==> src/rtl/spi_byte_rx.sv <==
// -----------------------------------------------------------------------------
// spi_byte_rx
//
// SPI mode-0 slave receiver (CPOL=0, CPHA=0) that runs entirely in the clk
// domain. SCK, CS_N and MOSI are oversampled through synchronizer chains,
// and edges are detected on the synchronized copies. Bits are assembled
// into bytes and handed to the pixel-stream logic through a one-entry
// valid/ready output register. A one-cycle activity strobe is emitted for
// every completed byte, including bytes dropped because the register was
// full. It feeds the activity-LED pulse stretcher.
//
// Parameters:
//   SYSTEM_CLOCK  clk frequency in Hz (max SCK = SYSTEM_CLOCK/8)
//   SYNC_STAGES   synchronizer depth for the SPI inputs (>= 2)
//   MSB_FIRST     1: first bit received lands in bit 7, 0: lands in bit 0
//
// Ports:
//   clk          system clock, rising edge
//   reset_n      asynchronous active-low reset
//   spi_sck      SPI clock (asynchronous)
//   spi_cs_n     SPI chip select, active low (asynchronous)
//   spi_mosi     SPI data in (asynchronous)
//   rx_data      received byte, stable while rx_valid=1
//   rx_valid     rx_data holds an unconsumed byte
//   rx_ready     consumer accepts; pop = rx_valid & rx_ready
//   frame_start  one-cycle pulse on CS_N falling edge
//   frame_end    one-cycle pulse on CS_N rising edge
//   activity     one-cycle pulse per completed byte
//   overrun      sticky: a byte was dropped because rx_valid was set
//   overrun_clr  synchronous clear of overrun (set wins)
// -----------------------------------------------------------------------------
module spi_byte_rx #(
    parameter int SYSTEM_CLOCK = 50000000,
    parameter int SYNC_STAGES  = 2,
    parameter int MSB_FIRST    = 1
) (
    input  logic       clk,
    input  logic       reset_n,
    input  logic       spi_sck,
    input  logic       spi_cs_n,
    input  logic       spi_mosi,
    output logic [7:0] rx_data,
    output logic       rx_valid,
    input  logic       rx_ready,
    output logic       frame_start,
    output logic       frame_end,
    output logic       activity,
    output logic       overrun,
    input  logic       overrun_clr
);

    // Elaboration-time sanity check on the parameters.
    if (SYNC_STAGES < 2 || SYSTEM_CLOCK < 1) begin : g_bad_params
        $error("spi_byte_rx: SYNC_STAGES must be >= 2 and SYSTEM_CLOCK positive");
    end

    localparam logic [0:0] ST_IDLE  = 1'b0;
    localparam logic [0:0] ST_SHIFT = 1'b1;

    // Synchronizer chains; bit 0 is the first stage.
    logic [SYNC_STAGES-1:0] sck_sync_q,  sck_sync_d;
    logic [SYNC_STAGES-1:0] cs_sync_q,   cs_sync_d;
    logic [SYNC_STAGES-1:0] mosi_sync_q, mosi_sync_d;
    logic                   sck_hist_q,  sck_hist_d;
    logic                   cs_hist_q,   cs_hist_d;

    logic [0:0] state_q,       state_d;
    logic [2:0] bit_cnt_q,     bit_cnt_d;
    logic [7:0] shift_q,       shift_d;
    logic [7:0] rx_data_q,     rx_data_d;
    logic       rx_valid_q,    rx_valid_d;
    logic       frame_start_q, frame_start_d;
    logic       frame_end_q,   frame_end_d;
    logic       activity_q,    activity_d;
    logic       overrun_q,     overrun_d;

    logic       sck_s, cs_s, mosi_s;
    logic       sck_rise, cs_fall, cs_rise;
    logic [7:0] shift_in;
    logic       byte_done;
    logic       pop;
    logic       load;

    // MOSI goes through the same depth as SCK, so the bit seen at the last
    // stage is the one that was on the pin when the detected SCK edge was.
    always_comb begin
        sck_sync_d  = {sck_sync_q[SYNC_STAGES-2:0],  spi_sck};
        cs_sync_d   = {cs_sync_q[SYNC_STAGES-2:0],   spi_cs_n};
        mosi_sync_d = {mosi_sync_q[SYNC_STAGES-2:0], spi_mosi};
        sck_s       = sck_sync_q[SYNC_STAGES-1];
        cs_s        = cs_sync_q[SYNC_STAGES-1];
        mosi_s      = mosi_sync_q[SYNC_STAGES-1];
        sck_hist_d  = sck_s;
        cs_hist_d   = cs_s;
        sck_rise    = sck_s & ~sck_hist_q;
        cs_fall     = ~cs_s & cs_hist_q;
        cs_rise     = cs_s & ~cs_hist_q;
        shift_in    = (MSB_FIRST != 0) ? {shift_q[6:0], mosi_s}
                                       : {mosi_s, shift_q[7:1]};
    end

    // Frame FSM and bit assembly. A CS_N rise wins over a coincident SCK
    // rise, so a bit arriving with the deselect is never sampled and any
    // partial byte is thrown away.
    always_comb begin
        state_d       = state_q;
        bit_cnt_d     = bit_cnt_q;
        shift_d       = shift_q;
        frame_start_d = 1'b0;
        frame_end_d   = 1'b0;
        byte_done     = 1'b0;
        case (state_q)
            ST_IDLE: begin
                if (cs_fall) begin
                    frame_start_d = 1'b1;
                    bit_cnt_d     = 3'd0;
                    shift_d       = 8'd0;
                    state_d       = ST_SHIFT;
                end
            end
            ST_SHIFT: begin
                if (cs_rise) begin
                    frame_end_d = 1'b1;
                    bit_cnt_d   = 3'd0;
                    state_d     = ST_IDLE;
                end else if (sck_rise) begin
                    shift_d   = shift_in;
                    bit_cnt_d = bit_cnt_q + 3'd1;
                    byte_done = (bit_cnt_q == 3'd7);
                end
            end
            default: begin
                state_d   = ST_IDLE;
                bit_cnt_d = 3'd0;
            end
        endcase
    end

    // One-entry output register. A pop in the completion cycle frees the
    // slot, so the new byte loads and rx_valid simply stays high. Without
    // room the byte is dropped and the sticky overrun flag is set.
    always_comb begin
        pop        = rx_valid_q & rx_ready;
        load       = byte_done & (~rx_valid_q | pop);
        rx_data_d  = rx_data_q;
        rx_valid_d = rx_valid_q;
        overrun_d  = overrun_q;
        activity_d = byte_done;
        if (load) begin
            rx_data_d  = shift_in;
            rx_valid_d = 1'b1;
        end else if (pop) begin
            rx_valid_d = 1'b0;
        end
        if (byte_done && !load) begin
            overrun_d = 1'b1;
        end else if (overrun_clr) begin
            overrun_d = 1'b0;
        end
    end

    // State registers; synchronizers reset to the idle bus levels.
    always_ff @(posedge clk or negedge reset_n) begin
        if (!reset_n) begin
            sck_sync_q    <= '0;
            cs_sync_q     <= '1;
            mosi_sync_q   <= '0;
            sck_hist_q    <= 1'b0;
            cs_hist_q     <= 1'b1;
            state_q       <= ST_IDLE;
            bit_cnt_q     <= 3'd0;
            shift_q       <= 8'd0;
            rx_data_q     <= 8'd0;
            rx_valid_q    <= 1'b0;
            frame_start_q <= 1'b0;
            frame_end_q   <= 1'b0;
            activity_q    <= 1'b0;
            overrun_q     <= 1'b0;
        end else begin
            sck_sync_q    <= sck_sync_d;
            cs_sync_q     <= cs_sync_d;
            mosi_sync_q   <= mosi_sync_d;
            sck_hist_q    <= sck_hist_d;
            cs_hist_q     <= cs_hist_d;
            state_q       <= state_d;
            bit_cnt_q     <= bit_cnt_d;
            shift_q       <= shift_d;
            rx_data_q     <= rx_data_d;
            rx_valid_q    <= rx_valid_d;
            frame_start_q <= frame_start_d;
            frame_end_q   <= frame_end_d;
            activity_q    <= activity_d;
            overrun_q     <= overrun_d;
        end
    end

    assign rx_data     = rx_data_q;
    assign rx_valid    = rx_valid_q;
    assign frame_start = frame_start_q;
    assign frame_end   = frame_end_q;
    assign activity    = activity_q;
    assign overrun     = overrun_q;

endmodule

==> config.mk <==
export PLATFORM = sky130hd
export DESIGN_NAME = spi_byte_rx
export DESIGN_NICKNAME = d
export VERILOG_FILES = /design/src/rtl/spi_byte_rx.sv
export SDC_FILE = /design/constraint.sdc
export NUM_CORES = 1
export LEC_CHECK = 0
export CORE_MARGIN = 3
export CORE_UTILIZATION = 54
export CTS_BUF_LIST = sky130_fd_sc_hd__clkbuf_4 sky130_fd_sc_hd__clkbuf_8
export DETAILED_ROUTE_END_ITERATION = 10
export PLACE_DENSITY = 0.81
export SLEW_MARGIN = 20
export SYNTH_ARGS = -nofsm -noshare
export SYNTH_HDL_FRONTEND = slang
export SYNTH_SLANG_ARGS = --single-unit
==> constraint.sdc <==
create_clock -name clk -period 1.9 [get_ports clk]
set_clock_uncertainty 0.2 [all_clocks]
set_input_delay 0.19 -clock clk [delete_from_list [all_inputs] [get_ports clk]]
set_output_delay 0.19 -clock clk [all_outputs]
set_load 0.01 [all_outputs]
==> results of run 1 <==
[area by class of cell]
type | instances | area share
Sequential cell | 32 | 0.523
Multi-Input combinational cell | 57 | 0.248
Timing Repair Buffer | 23 | 0.143
Clock buffer | 6 | 0.0293
Clock inverter | 2 | 0.0228
Tap cell | 27 | 0.0220
Inverter | 5 | 0.0122
[power by group through the flow]
stage / clock (mW) / sequential [mW] / combinational (mW)
2_1_floorplan: 0 / 0.757 / 0.0601
3_3_place_gp: 0 / 0.761 / 0.111
3_5_place_dp: 0 / 0.763 / 0.116
4_1_cts: 0.525 / 0.751 / 0.118
5_1_grt: 0.569 / 0.757 / 0.132
6_report: 0.520 / 0.751 / 0.117
[final timing paths]
check	cells after the start	slack, ns	start	endpoint
setup / recovery	4	0.24	bit_cnt_q[0]	rx_data[0]
hold / removal	2	0.04	reset_n	shift_q[4]
setup reg to reg	4	0.24	bit_cnt_q[0]	rx_data[0]
hold reg to reg	0	0.16	cs_sync_q[0]	cs_sync_q[1]
max in group asynchronous	2	1.12	reset_n	cs_sync_q[1]
min in group clk	1	0.07	spi_cs_n	cs_sync_q[0]
[through the flow]
step	util	worst slack, ns
4_1_cts	0.754	0.249
6_report	0.754	0.245
2_1_floorplan	-	0.354
5_1_grt	0.754	0.195
3_3_place_gp	0.714	0.237
3_5_place_dp	0.714	0.180
[worst max-delay path, delay by kind of cell, from the launching register on]
family / cells / cell delay [ns]
muxes: 1 / 0.36
adders and majority gates: 2 / 0.43
DFF: 1 / 0.40
and+or+nand+nor: 1 / 0.14
[flip-flops by register name, summed over array words and instances, names as in the netlist]
name         count
rx_data          8
shift_q          7
bit_cnt_q        3
cs_sync_q        2
mosi_sync_q      2
sck_sync_q       2
activity         1
cs_hist_q        1
frame_end        1
frame_start      1
overrun          1
rx_valid         1
sck_hist_q       1
state_q          1
[Yosys cell counts (all sizes together)]
| master | instances |
|---|---|
| nand2 | 10 |
| ha | 2 |
| and2 | 1 |
| dfstp | 3 |
| nand3 | 1 |
| buf | 2 |
| dfrtp | 29 |
| a211oi | 2 |
| nor2b | 1 |
| nand4 | 8 |
| mux2 | 8 |
| nand2b | 4 |
| o21ai | 11 |
| clkbuf | 2 |
| and3b | 1 |
| o22ai | 1 |
| a21oi | 3 |
| or3b | 1 |
| inv | 5 |
| nor2 | 3 |
[kinds of logic after synthesis]
group,count (synthesis),share of synthesized area
compound gates,17,0.0747
flops,32,0.658
simple gates,30,0.143
fa+ha+maj,2,0.0205
mux,8,0.0737
buf+inv,9,0.0297
[routing by layer]
metal | track usage | share of wire | vias to the layer above
li1 | - | - | 392
met1 | 0.220 | 0.42 | 396
met2 | 0.288 | 0.47 | 40
met3 | 0.0831 | 0.077 | 10
met4 | 0.102 | 0.032 | 0
met5 | 0 | 0 | -
[placed cells by master (no fill, tap or decap), types with 2 or more instances in the layout]
master,count
ha_1,2
a211oi_1,2
dfstp_2,3
inv_1,5
buf_4,4
nor2_1,3
nand2_1,10
clkdlybuf4s50_1,19
nand4_1,7
a21oi_1,3
clkbuf_4,6
dfrtp_1,29
mux2_2,8
o21ai_0,11
nand2b_1,4
==> summary.txt, run 1 <==
Outcome
  – Outcome: finished clean

Logic synthesis
  – Largest area contributor in the netlist: dfrtp_1
  – Ys Warns: 0
  – Mapped Area: approximately 1200 sq um
  – Count of cell types in the netlist: 21
  – Post-synth top area share: 0.594
  – Syn Area/Cell: between 10 and 15 sq um
  – Syn_nets: 107
  – Seq/Total Area, Yosys: 0.658
  – Seq cells post-synth: 32
  – Top post-synthesis cells by area: dfrtp_1 (59%), mux2_2 (7.4%), dfstp_2 (6.4%), o21ai_0 (4.5%), nand4_1 (3.6%)
  – Gate Count Post-Synth: 98

Worst setup path
  – CP cell instances: ha_1 -> ha_1 -> nand4_4 -> mux2_2
  – Critical Path Max Stage Delay: 0.40 ns
  – Crit Path Category: reg2reg
  – CP max FO: 8
  – Crit path arrival time: 1.66 ns
  – CP Launch Type: flop
  – Req. time, crit path: 1.91 ns
  – Crit-path slowest cell: dfrtp_1
  – Most used cell along the critical path: ha_1
  – CP endpoint kind: flop

Detailed routing
  – DRT iter0 DRCs: 27
  – WL per Instance: 14.0 um
  – Post-route ant nets: 0
  – Via count: 838
  – DRT Pass-1 Iters: 4
  – Post-route DRC: 0
  – Via density: roughly 5.5
  – Drt total wl: 2120 um

CTS
  – CTS tree: yes
  – CTS resizes: 0
  – Clk Latency, worst-skew pair: 0.33 ns
  – H-tree depth: 2
  – Clock root cell: clkbuf_4
  – Number of CTS-inserted buffers: 5
  – Postcts setup bufs: 0
  – Post-CTS Hold Buffers: 0
  – Reg clk slew, reported paths: ~0.10 ns
  – CTS sink cnt: 32
  – Clk buf depth: 2

STA
  – RSZ-0062 raised after global routing: false
  – Worst-Margin Slew: 0.597 ns
  – Min Hold Slack: 0.0411 ns
  – Final Cycle Share: 0.871
  – Final Setup Violations: 0
  – Final hold violation count: 0
  – Pins Over Slew Limit: 0
  – Setup TNS: 0 ns
  – Peak Freq: just over 0.6 GHz
  – Post-route minimum period: 1.66 ns
  – Relative slew slack: 0.601

Power
  – Power Density: 902 nW/um^2
  – Combinational Power Share: 0.084
  – VDD IR-drop max: 0.000897 V
  – Sw Share: 0.233
  – Cell internal pwr: 1.06 mW
  – Flop pwr share: 0.541
  – Switching Power: 0.323 mW
  – Clk pwr share: 0.375
  – Total power: approximately 1.4 mW
  – P_leak: 0.725 nW

GRT
  – Global route overflow: 0
  – Vias in the first global route: 804
  – Total GRT Usage: 0.187
  – Pin count of the biggest net entering global routing: 33
  – Initial antenna violation count: 0
  – First-pass GRT wire length: between 3000 and 4000 um

Placement
  – Port Buf Inserts: 19
  – Placed cells: 144
  – Cell Area, Placed: 1460 sq um
  – DP HPWL: approximately 1400 um
  – GP Congestion: 0.824

Min path
  – Tightest Hold Check Type: in2async

Finish
  – Diodes inserted: 0
  – Layout cells sized above 1: 0.208
  – Register Area: 805 sq um
  – Area occupied by multi-input gates: 382 sq um
  – # fillers: 152
  – Post-layout nets: 133
  – Final Cell Area: 1540 sq um
  – Area grow syn2layout: 25.9%
  – Non-Filler Instances: 152

Die
  – Die Span Y: 53.6 um
  – # IOs: 20
  – Core area: slightly above 2000 sq um
  – Die width: approximately 54 um
  – Starting Density: 0.599
  – Rows: 16
  – Die footprint: 2870 sq um

Run
  – Max-cap violations: 0
(Power assumes the default switching activity.)
==> run 2, diff against run 1 <==
CTS_CLUSTER_SIZE = 30   (was default)
PLACE_DENSITY = default   (was 0.81)
PLACE_DENSITY_LB_ADDON = 0.05   (was default)
TNS_END_PERCENT = 100   (was default)
==> summary.txt, run 2 (same netlist as run 1, synthesis figures left out) <==
Min path
  – Tightest Hold Check Type: in2async

CTS
  – Clock root cell: clkbuf_4
  – Number of CTS-inserted buffers: 5
  – CTS tree: yes
  – Postcts setup bufs: 0
  – Post-CTS Hold Buffers: 0
  – Clk buf depth: 2
  – CTS sink cnt: 32
  – CTS resizes: 0
  – Reg clk slew, reported paths: about 0.1 ns
  – H-tree depth: 2
  – Clk Latency, worst-skew pair: around 0.32 ns

STA
  – Min Hold Slack: 0.0522 ns
  – Setup TNS: 0 ns
  – Final hold violation count: 0
  – Peak Freq: 0.589 GHz
  – RSZ-0062 raised after global routing: false
  – Post-route minimum period: between 1.5 and 2 ns
  – Final Cycle Share: 0.894
  – Worst-Margin Slew: 0.631 ns
  – Final Setup Violations: 0
  – Relative slew slack: 0.579
  – Pins Over Slew Limit: 0

Power
  – Cell internal pwr: 1.01 mW
  – VDD IR-drop max: approximately 0.001 V
  – Clk pwr share: 0.339
  – Power Density: 864 nW/um^2
  – Sw Share: 0.236
  – Total power: 1.32 mW
  – Combinational Power Share: 0.090
  – Switching Power: 0.310 mW
  – Flop pwr share: 0.572
  – P_leak: 0.717 nW

Finish
  – Commonest non-fill, non-tap cells in the layout: dfrtp_1 (29), clkdlybuf4s50_1 (19), o21ai_0 (11)
  – Register Area: 805 sq um
  – Diodes inserted: 0
  – Area grow syn2layout: 24.7%
  – Largest register FFs: 8
  – Final Cell Area: 1520 sq um
  – Fin util: 0.746
  – Area occupied by multi-input gates: ~380 sq um
  – # fillers: 158
  – Post-layout nets: between 100 and 150
  – Most common cell after layout, fill and taps aside: dfrtp_1
  – Layout cells sized above 1: 0.202

Detailed routing
  – Drt total wl: 2160 um
  – DRT Pass-1 Iters: 4
  – Via density: 5.47
  – Post-route ant nets: 0
  – WL per Instance: around 14 um
  – DRT iter0 DRCs: 31
  – Via count: 826
  – Post-route DRC: 0

Worst setup path
  – Crit Path Category: reg2reg
  – Crit path arrival time: 1.70 ns
  – Req. time, crit path: 1.90 ns
  – CP endpoint kind: flop
  – CP max FO: 8
  – CP Launch Type: flop

GRT
  – Global route overflow: 0
  – Pin count of the biggest net entering global routing: 33
  – First-pass GRT wire length: between 3000 and 4000 um
  – Initial antenna violation count: 0
  – Vias in the first global route: 826
  – Total GRT Usage: 0.186

Die
  – Die Span Y: 53.6 um
  – Die width: about 54 um
  – Core area: 2040 sq um
  – Starting Density: 0.599
  – # IOs: 20
  – Rows: 16
  – Die footprint: roughly 2900 sq um

Placement
  – GP Congestion: 0.878
  – DP HPWL: 1520 um
  – Cell Area, Placed: about 1500 sq um
  – Port Buf Inserts: 19

Run
  – Max-cap violations: 0

Outcome
  – Outcome: finished clean
run 2: cell types whose count changed in the layout (fill, tap and decap cells not counted):
cell,change
clkinv_2,-1
clkbuf_8,+2
buf_4,-1
bufinv_16,-1
run 2: cell type report:
type / count / area share
flip-flops and latches: 32 / 0.528
multi-input cells: 57 / 0.250
repair buffers: 22 / 0.140
inverters: 5 / 0.0123
well taps: 27 / 0.0222
clock buffers: 8 / 0.0476
run 2: final timing paths:
check	startpoint	endpoint	slack, ns	cells past startpoint
max	cs_hist_q	rx_data[0]	0.20	3
min	reset_n	rx_data[6]	0.05	2
max reg2reg	cs_hist_q	rx_data[0]	0.20	3
min reg2reg	sck_sync_q[0]	sck_sync_q[1]	0.15	0
max in group asynchronous	reset_n	cs_sync_q[1]	1.12	2
min in group clk	spi_cs_n	cs_sync_q[0]	0.08	1
run 2: per-layer routing:
metal,part of all wire,wire (um),track usage
met1,0.43,931,0.228
met2,0.49,1060,0.282
met3,0.061,133,0.0776
met4,0.016,34,0.0979
met5,0,0,0
run 2: power by group through the flow:
stage	sequential [mW]	combinational, mW	clock [mW]
floorplan	0.757	0.0601	0
global placement	0.762	0.109	0
detailed placement	0.765	0.118	0
CTS	0.752	0.119	0.457
global route	0.758	0.132	0.488
finish	0.752	0.118	0.446
run 2: stage by stage:
step | std cells | setup WS (ns)
2_1_floorplan | 98 | 0.354
3_3_place_gp | 143 | 0.206
3_5_place_dp | 143 | 0.187
4_1_cts | 151 | 0.200
5_1_grt | 151 | 0.122
6_report | 151 | 0.201
run 2: critical path, stage by stage, from the launching register on:
cell and delay, ns:
dfstp_2 0.54, nand2b_1 0.28, nand4_4 0.24, mux2_2 0.33
